### config.mk
export PLATFORM = sky130hd
export DESIGN_NAME = hssb_pmii_tx_flat
export DESIGN_NICKNAME = d
export VERILOG_FILES = /design/src/rtl/hssb_pmii_tx_if.sv /design/src/rtl/hssb_pmii_tx.sv /design/src/flat_wrapper.sv
export SDC_FILE = /design/constraint.sdc
export NUM_CORES = 1
export LEC_CHECK = 0
export BUFFER_PORTS_ARGS = -buffer_cell sky130_fd_sc_hd__buf_2
export CAP_MARGIN = 20
export CORE_MARGIN = 2
export CORE_UTILIZATION = 45
export DETAILED_ROUTE_END_ITERATION = 8
export HOLD_SLACK_MARGIN = 0.03
export PLACE_DENSITY_LB_ADDON = 0.25
export RECOVER_POWER = 100
export SLEW_MARGIN = 20
export SYNTH_ARGS = -nofsm -noshare
export SYNTH_HDL_FRONTEND = slang
export SYNTH_SLANG_ARGS = --single-unit
export TNS_END_PERCENT = 5
### constraint.sdc
create_clock -name opb_clk -period 2.25 [get_ports opb_clk]
set_input_delay 0.3375 -clock opb_clk [delete_from_list [all_inputs] [get_ports opb_clk]]
set_output_delay 0.3375 -clock opb_clk [all_outputs]
set_load 0.02 [all_outputs]
### src/rtl/hssb_pmii_tx_if.sv
// Application-side byte handshake into the PMII transmitter.
// The source drives byte/valid/last; the transmitter answers with ready.
interface hssb_pmii_tx_if;
  logic [7:0] tx_byte;
  logic       tx_valid;
  logic       tx_last;
  logic       tx_ready;

  modport master (
    output tx_byte,
    output tx_valid,
    output tx_last,
    input  tx_ready
  );

  modport slave (
    input  tx_byte,
    input  tx_valid,
    input  tx_last,
    output tx_ready
  );
endinterface

### src/rtl/hssb_pmii_tx.sv
// Nibble-wide HSSB PMII frame transmitter: preamble, SFD, then payload low nibble first,
// followed by a fixed inter-frame gap. Mid-frame starvation aborts the frame.
module hssb_pmii_tx #(
  parameter int PREAMBLE_BYTES = 7,
  parameter int IFG_NIBBLES    = 24,
  parameter int CNT_WIDTH      = 16
) (
  input  logic                 opb_clk,
  input  logic                 opb_rst_n,
  hssb_pmii_tx_if.slave        app,
  output logic                 hssb_pmii_tx_data0,
  output logic                 hssb_pmii_tx_data1,
  output logic                 hssb_pmii_tx_data2,
  output logic                 hssb_pmii_tx_data3,
  output logic                 hssb_pmii_tx_en,
  output logic                 tx_busy,
  output logic                 tx_underrun,
  output logic [CNT_WIDTH-1:0] frame_cnt,
  output logic [CNT_WIDTH-1:0] underrun_cnt
);

  localparam int CNT_MAX = (2 * PREAMBLE_BYTES > IFG_NIBBLES) ? 2 * PREAMBLE_BYTES : IFG_NIBBLES;
  localparam int CW      = $clog2(CNT_MAX + 1);
  localparam logic [CW-1:0] PRE_LAST = CW'(2 * PREAMBLE_BYTES - 1);
  localparam logic [CW-1:0] IFG_LAST = CW'(IFG_NIBBLES - 1);
  localparam logic [CW-1:0] CW_ONE   = CW'(1);
  localparam logic [CNT_WIDTH-1:0] CNT_ONE = CNT_WIDTH'(1);

  typedef enum logic [2:0] {
    IDLE,
    PRE,
    SFD,
    DATA,
    IFG
  } state_t;

  state_t        state;
  state_t        next_state;
  logic [CW-1:0] cnt;
  logic [CW-1:0] cnt_next;
  logic          ph;
  logic          ph_next;
  logic          underrun_ev;
  logic          frame_done;

  logic [7:0]    byte_q;
  logic          last_q;
  logic [7:0]    byte_d;
  logic          ready;
  logic          accept;
  logic          en_next;
  logic [3:0]    nib_next;
  logic [3:0]    data_q;

  always_ff @(posedge opb_clk or negedge opb_rst_n) begin
    if (!opb_rst_n) begin
      state <= IDLE;
      cnt   <= '0;
      ph    <= 1'b0;
    end else begin
      state <= next_state;
      cnt   <= cnt_next;
      ph    <= ph_next;
    end
  end

  // ph marks the high-nibble cycle; a missing byte when ready is high ends the frame early.
  always_comb begin
    next_state  = state;
    cnt_next    = cnt;
    ph_next     = ~ph;
    underrun_ev = 1'b0;
    frame_done  = 1'b0;
    case (state)
      IDLE: begin
        ph_next  = 1'b0;
        cnt_next = '0;
        if (app.tx_valid) begin
          next_state = PRE;
        end
      end
      PRE: begin
        if (cnt == PRE_LAST) begin
          next_state = SFD;
          cnt_next   = '0;
        end else begin
          cnt_next = cnt + CW_ONE;
        end
      end
      SFD: begin
        if (ph) begin
          if (app.tx_valid) begin
            next_state = DATA;
          end else begin
            next_state  = IFG;
            ph_next     = 1'b0;
            cnt_next    = '0;
            underrun_ev = 1'b1;
          end
        end
      end
      DATA: begin
        if (ph) begin
          if (last_q) begin
            next_state = IFG;
            ph_next    = 1'b0;
            cnt_next   = '0;
            frame_done = 1'b1;
          end else if (!app.tx_valid) begin
            next_state  = IFG;
            ph_next     = 1'b0;
            cnt_next    = '0;
            underrun_ev = 1'b1;
          end
        end
      end
      IFG: begin
        ph_next = 1'b0;
        if (cnt == IFG_LAST) begin
          next_state = IDLE;
          cnt_next   = '0;
        end else begin
          cnt_next = cnt + CW_ONE;
        end
      end
      default: begin
        next_state = IDLE;
        cnt_next   = '0;
        ph_next    = 1'b0;
      end
    endcase
  end

  // Line outputs are precomputed from the next state so they leave a register.
  always_comb begin
    ready = 1'b0;
    case (state)
      SFD:     ready = ph;
      DATA:    ready = ph & ~last_q;
      default: ready = 1'b0;
    endcase
    tx_busy  = (state != IDLE);
    accept   = ready & app.tx_valid;
    byte_d   = accept ? app.tx_byte : byte_q;
    en_next  = 1'b0;
    nib_next = 4'h0;
    case (next_state)
      PRE: begin
        en_next  = 1'b1;
        nib_next = 4'h5;
      end
      SFD: begin
        en_next  = 1'b1;
        nib_next = ph_next ? 4'hD : 4'h5;
      end
      DATA: begin
        en_next  = 1'b1;
        nib_next = ph_next ? byte_d[7:4] : byte_d[3:0];
      end
      default: begin
        en_next  = 1'b0;
        nib_next = 4'h0;
      end
    endcase
  end

  assign app.tx_ready = ready;

  always_ff @(posedge opb_clk or negedge opb_rst_n) begin
    if (!opb_rst_n) begin
      byte_q          <= 8'h00;
      last_q          <= 1'b0;
      data_q          <= 4'h0;
      hssb_pmii_tx_en <= 1'b0;
      tx_underrun     <= 1'b0;
      frame_cnt       <= '0;
      underrun_cnt    <= '0;
    end else begin
      if (accept) begin
        byte_q <= app.tx_byte;
        last_q <= app.tx_last;
      end
      data_q          <= nib_next;
      hssb_pmii_tx_en <= en_next;
      tx_underrun     <= underrun_ev;
      if (frame_done) begin
        frame_cnt <= frame_cnt + CNT_ONE;
      end
      if (underrun_ev) begin
        underrun_cnt <= underrun_cnt + CNT_ONE;
      end
    end
  end

  assign hssb_pmii_tx_data0 = data_q[0];
  assign hssb_pmii_tx_data1 = data_q[1];
  assign hssb_pmii_tx_data2 = data_q[2];
  assign hssb_pmii_tx_data3 = data_q[3];

endmodule
### src/flat_wrapper.sv
// flat-port wrapper written by rule: the top's interface ports become plain ports
module hssb_pmii_tx_flat 
#(
  parameter int PREAMBLE_BYTES = 7,
  parameter int IFG_NIBBLES    = 24,
  parameter int CNT_WIDTH      = 16
)
  (opb_clk, opb_rst_n, hssb_pmii_tx_data0, hssb_pmii_tx_data1, hssb_pmii_tx_data2, hssb_pmii_tx_data3, hssb_pmii_tx_en, tx_busy, tx_underrun, frame_cnt, underrun_cnt, app_tx_byte, app_tx_valid, app_tx_last, app_tx_ready);
  hssb_pmii_tx_if app_i ();
  input  logic opb_clk;
  input  logic opb_rst_n;
  output logic hssb_pmii_tx_data0;
  output logic hssb_pmii_tx_data1;
  output logic hssb_pmii_tx_data2;
  output logic hssb_pmii_tx_data3;
  output logic hssb_pmii_tx_en;
  output logic tx_busy;
  output logic tx_underrun;
  output logic [CNT_WIDTH-1:0] frame_cnt;
  output logic [CNT_WIDTH-1:0] underrun_cnt;
  input wire logic [$bits(app_i.tx_byte)-1:0] app_tx_byte;
  input wire logic [$bits(app_i.tx_valid)-1:0] app_tx_valid;
  input wire logic [$bits(app_i.tx_last)-1:0] app_tx_last;
  output wire logic [$bits(app_i.tx_ready)-1:0] app_tx_ready;
  assign app_i.tx_byte = app_tx_byte;
  assign app_i.tx_valid = app_tx_valid;
  assign app_i.tx_last = app_tx_last;
  assign app_tx_ready = app_i.tx_ready;
  hssb_pmii_tx #(.PREAMBLE_BYTES(PREAMBLE_BYTES), .IFG_NIBBLES(IFG_NIBBLES), .CNT_WIDTH(CNT_WIDTH)) u_core (.opb_clk(opb_clk), .opb_rst_n(opb_rst_n), .app(app_i), .hssb_pmii_tx_data0(hssb_pmii_tx_data0), .hssb_pmii_tx_data1(hssb_pmii_tx_data1), .hssb_pmii_tx_data2(hssb_pmii_tx_data2), .hssb_pmii_tx_data3(hssb_pmii_tx_data3), .hssb_pmii_tx_en(hssb_pmii_tx_en), .tx_busy(tx_busy), .tx_underrun(tx_underrun), .frame_cnt(frame_cnt), .underrun_cnt(underrun_cnt));
endmodule
-- Yosys cells after proc, flatten, opt, wreduce, memory -nomap -nowiden
Index checks and enable logic that the tools add are counted.
- add/subtract/negate cells: 3
- eq/ne operators: 11
- muxes and demuxes: 35
- bitwise operators: 4
- reduce and logical (&&, ||, !) cells: 4
- operators with widths (cell ; number):
    adder 16 x 1 -> 16 bit, second input constant ; 2
    2-to-1 mux 5 bit ; 6
    2-to-1 mux 3 bit ; 8
    case mux 5 bit (4 select lines) ; 1
    case mux 3 bit (5 select lines) ; 1
    == test 3 x 2 -> 1 bit, second input constant ; 4
    2-to-1 mux 1 bit ; 12
    case mux 4 bit (3 select lines) ; 1
    2-to-1 mux 4 bit ; 2
    2-to-1 mux 8 bit ; 1
    == test 3 x 1 -> 1 bit, second input constant ; 2
    adder 5 x 1 -> 5 bit, second input constant ; 1
    == test 5 x 4 -> 1 bit, second input constant ; 1
    == test 5 bit, second input constant ; 1
    inequality test 2 x 1 -> 1 bit, second input constant ; 2
    case mux 1 bit (2 select lines) ; 2
    == test 3 bit, second input constant ; 1
    zero test 3 bit ; 1
    case mux 1 bit (3 select lines) ; 1
    nonzero test 3 bit ; 1
    OR reduction 3 bit ; 1
    AND 1 bit ; 2
    inverter 1 bit ; 2
    AND reduction 2 bit ; 1
- flip-flop bits (word level): 56
- output and inout bits: 40
- word-level logic and storage cells: 67

-- Depth between registers and ports, before layout
- word-level depth: 7
- gate-level depth with buffers: 7
- depth with buffers taken out: 7

-- Worst setup path after synthesis
No wires, ideal clock.
- path kind: flip-flop to flip-flop
- start: register u_core.state[2]
- end: register u_core.data_q[1]
- arrival: 1.581 ns
- setup slack: 0.550 ns
- stages on the path, launching flop included: 8
- buffers on the path: 2
- clock period less this slack: 1.700 ns
- cell sequence: dfrtp_1 -> buf_4 -> nor2b_4 -> nand3_2 -> clkbuf_8 -> mux2_4 -> mux2_2 -> and3_1
- cells in the longest elaborated chain, start to end: 6
- RTL lines (item ; line ; source):
    start: declaration ; hssb_pmii_tx.sv:37 ; state_t state;
    start signal: assignment ; hssb_pmii_tx.sv:61 ; state <= next_state;
    == test 3 x 2 -> 1 bit ; hssb_pmii_tx.sv:137 ; case (state)
    case mux 1 bit (2 select lines) * ; hssb_pmii_tx.sv:137 ;
    AND 1 bit * ; hssb_pmii_tx.sv:143 ; accept = ready & app.tx_valid;
    2-to-1 mux 8 bit * ; hssb_pmii_tx.sv:144 ; byte_d = accept ? app.tx_byte : byte_q;
    net u_core.byte_d[1] ; hssb_pmii_tx.sv:48 ; logic [7:0] byte_d;
    2-to-1 mux 4 bit * ; hssb_pmii_tx.sv:158 ; nib_next = ph_next ? byte_d[7:4] : byte_d[3:0];
    case mux 4 bit (3 select lines) * ; hssb_pmii_tx.sv:147 ; case (next_state)
    net u_core.nib_next[1] ; hssb_pmii_tx.sv:52 ; logic [3:0] nib_next;
    end signal: assignment ; hssb_pmii_tx.sv:183 ; data_q <= nib_next;
    end: declaration ; hssb_pmii_tx.sv:53 ; logic [3:0] data_q;
The timed path passes the listed nets; every way through them passes the cells marked *.
A chain may end at the register's enable or synchronous reset.

-- Final worst setup path
- start: register u_core.state[2]
- end: register u_core.underrun_cnt[15]
- cells in the longest elaborated chain, start to end: 2
- RTL lines (item ; line ; source):
    == test 3 x 2 -> 1 bit ; hssb_pmii_tx.sv:74 ; case (state)
    case mux 1 bit (2 select lines) * ; hssb_pmii_tx.sv:74 ;
    net u_core.underrun_ev ; hssb_pmii_tx.sv:43 ; logic underrun_ev;
    end signal: assignment ; hssb_pmii_tx.sv:190 ; underrun_cnt <= underrun_cnt + CNT_ONE;
    end: declaration ; hssb_pmii_tx.sv:19 ; output logic [CNT_WIDTH-1:0] underrun_cnt
Marks and branches as above.

==> key figures <==
Run status
  – Run status: finished, final reports clean

Yosys
  – Main flop type after synthesis: dfrtp_1
  – Area share of the largest cell type after synthesis: between 50% and 60%
  – Fraction of the mapped netlist area in compound gates: 6.52%
  – Part of the Yosys area used for sequential elements: 53.1%
  – Yosys warning count: 0
  – Commonest cells in the netlist: dfrtp_1, nand2_1, xnor2_1, nand3_1
  – Post-Synth Simple-Gate Area: 18.4%
  – Ys async rst share: 100%
  – Synth Instances: approximately 220
  – Mux cell area share after synthesis: under 10%
  – Area share of fa/ha/maj cells after synthesis: 1.93%
  – Syn_nets: about 240
  – Mean Syn Cell Area: 11.7 um2
  – Register bit total from synthesis: 55
  – Most frequent cell after synthesis: dfrtp_1
  – Largest family of logic cells by synthesized area: simple AND/OR/NAND/NOR gates
  – Post-Syn Area: 2590 um2
  – Synth area leader: dfrtp_1
  – Area contributors post-synth: dfrtp_1, xnor2_1, mux2_2
  – Yosys cell types: 48
  – EDFF count, synth: 0
  – Area share of xor/xnor cells in the synthesized design: 10.5%

Pwr
  – Pwr dens: roughly 880 nW/um2
  – Lkg Pwr: roughly 0.0014 uW
  – Worst-case vdd ir drop: 425 uV

CTS
  – Post-CTS Resized: 0
  – TritonCTS clock tree: yes
  – Root Buffer: clkbuf_8
  – CTS HTree Levels: 2
  – Num Clock Sinks: 55
  – CTS max path bufs: 2
  – Clock transition at path regs: 0.10 ns
  – Setup bufs post-CTS: 0
  – Clk_lat worst skew: 0.30 ns
  – Num CTS Buffers: 5

STA
  – WHS: roughly 0.23 ns
  – Max Slew Vio Count: 0
  – Minimum clock period after layout: 1.98 ns
  – Fin Setup TNS: 0 ns
  – FMAX: 505 MHz
  – Worst slew margin: 39.3%
  – Final setup fails: 0
  – Worst Clk Skew: roughly 0.0066 ns
  – RSZ-0062 raised after global routing: false
  – Worst Tran Pin Value: roughly 0.9 ns
  – Final Hold Viols: 0
  – Period utilization: between 80% and 90%

Global routing
  – GRT overflow: 0
  – First-pass GRT wire length: 8010 um
  – Number of global-route vias before repair: roughly 1700
  – Initial antenna violation count: 0
  – Gr usage total: 15.8%
  – Largest net degree at the start of global routing: 22

Drt
  – Detailed Route WL: roughly 4700 um
  – Drt pass-1 iters: 4
  – Antenna-violating nets left: 0
  – Vias: 1790
  – Drt drc: 0
  – Routed WL per cell: roughly 13 um
  – Via/cell ratio: 5.10
  – Initial DRC Count: 85

Floorplanning
  – I/O pin total: 52
  – Initial Utilization: 46.8%
  – Die Width: 79.9 um
  – Die Span Y: about 80 um
  – Core area: 5540 um2
  – Die ar.: 6380 um2
  – # rows: 27

Finish
  – Area Growth Syn to Fin: 14.7%
  – Nets: 294
  – N_diodes: 0
  – Layout cells sized above 1: 13.6%

Critical path
  – Worst R2R Setup Slack: about 0.27 ns
  – Maximum net fanout on the critical path: 10
  – Crit. End Element: flop
  – FF-to-FF Start: u_core.state[2]
  – WP data arrival: 2.18 ns
  – WS Path Type: reg -> reg
  – CP max-delay cell: dfrtp_1
  – WP data required: 2.45 ns
  – Critical-path cell list: nand3b_1, nor3b_4, and4_1, nand4_1, xnor2_1
  – Critical Path Source: u_core.state[2]
  – Slowest stage delay, CP: 0.54 ns
  – Critical path launch point type: flop

Min path
  – Hold crit path type: in -> reg
  – Hold path start: app_tx_last

Run
  – Max-cap check violation count: 0

Place
  – I/O Buffers: 51
  – Routability-driven placement congestion ratio: roughly 0.74
  – Post-DP HPWL: 3480 um
critical path, delay by kind of cell (launching register included):
family / cells / cell delay (ns)
xor gates and xnor gates: 1 / 0.14
DFF: 1 / 0.54
and+or+nand+nor: 4 / 1.21
flip-flops by register name, indices dropped and copies added, names as in the netlist:
name and flops:
u_core.data_q 4, u_core.frame_cnt 16, u_core.hssb_pmii_tx_en 1, u_core.underrun_cnt 16, u_core.cnt 5, u_core.byte_q 7
u_core.last_q 1, u_core.state 3, u_core.tx_underrun 1, u_core.ph 1
routing by layer:
metal / vias to the layer above / wire length [um] / track usage (%)
met2: 37 / 2260 / 26.3
met4: 0 / 51 / 4.07
li1: 870 / - / -
met3: 6 / 245 / 3.39
met5: - / 0 / 0
met1: 877 / 2140 / 21.0
area by class of cell:
type | count | area, um2
Fill cell | 536 | 2570
Sequential cell | 55 | 1380
Multi-Input combinational cell | 151 | 1110
Timing Repair Buffer | 57 | 241
Tap cell | 72 | 90.1
Clock buffer | 6 | 82.6
Clock inverter | 2 | 38.8
Inverter | 8 | 30.0
where the power goes:
part | switching [uW] | leakage [uW] | internal, uW | total [uW]
logic | 360 | 0.000644 | 302 | 662
registers | 142 | 0.000734 | 1120 | 1260
clock network | 323 | 0.0000618 | 367 | 689
total | 825 | 0.00144 | 1790 | 2610
metrics by stage:
step           worst slack [ns]  std cells  utilization, %  area, um2  power [uW]
6_report                  0.272        351            53.7       2970        2610
5_1_grt                   0.110        351            53.7       2970        2790
4_1_cts                   0.328        351            55.1       3050        2680
3_5_place_dp              0.328        342            52.8       2920        1990
3_3_place_gp              0.379        342            52.8       2920        1970
2_1_floorplan             0.550        221               -       2590        1810
repair_timing:
item / CTS / global route
endpoints found under the setup margin: 0 / 0
hold buffers: 1 / 0
endpoints found under the hold margin: 16 / 0
cell usage in the layout (no fill, tap or decap), drive strengths merged, types with 6 or more instances in the layout:
cell | synthesis | routed
and3 | 8 | 8
buf | 5 | 13
clkbuf | 2 | 49
dfrtp | 55 | 55
inv | 8 | 9
mux2 | 10 | 10
nand2 | 20 | 20
nand2b | 6 | 6
nand3 | 15 | 15
nor2 | 12 | 12
xnor2 | 20 | 20
xor2 | 11 | 11
cells by family (layout without fill, tap and decap cells):
kind of cell | count (synthesis) | in the layout
xor gates and xnor gates | 31 | 31
muxes | 15 | 15
and+or+nand+nor | 79 | 79
AOI/OAI and AO/OA | 22 | 22
buffers and inverters | 15 | 73
DFF | 55 | 55
adders and majority gates | 4 | 4
final timing paths:
path                            depth (start not counted)                 endpoint
worst min-delay path                                    3            u_core.last_q
min in group asynchronous                               2  u_core.underrun_cnt[14]
max in group asynchronous                               3            u_core.last_q
worst max register to register                          5  u_core.underrun_cnt[15]
worst min register to register                          1     u_core.frame_cnt[15]
worst max-delay path                                    5  u_core.underrun_cnt[15]
No activity file was read; power rests on OpenSTA's default activity.
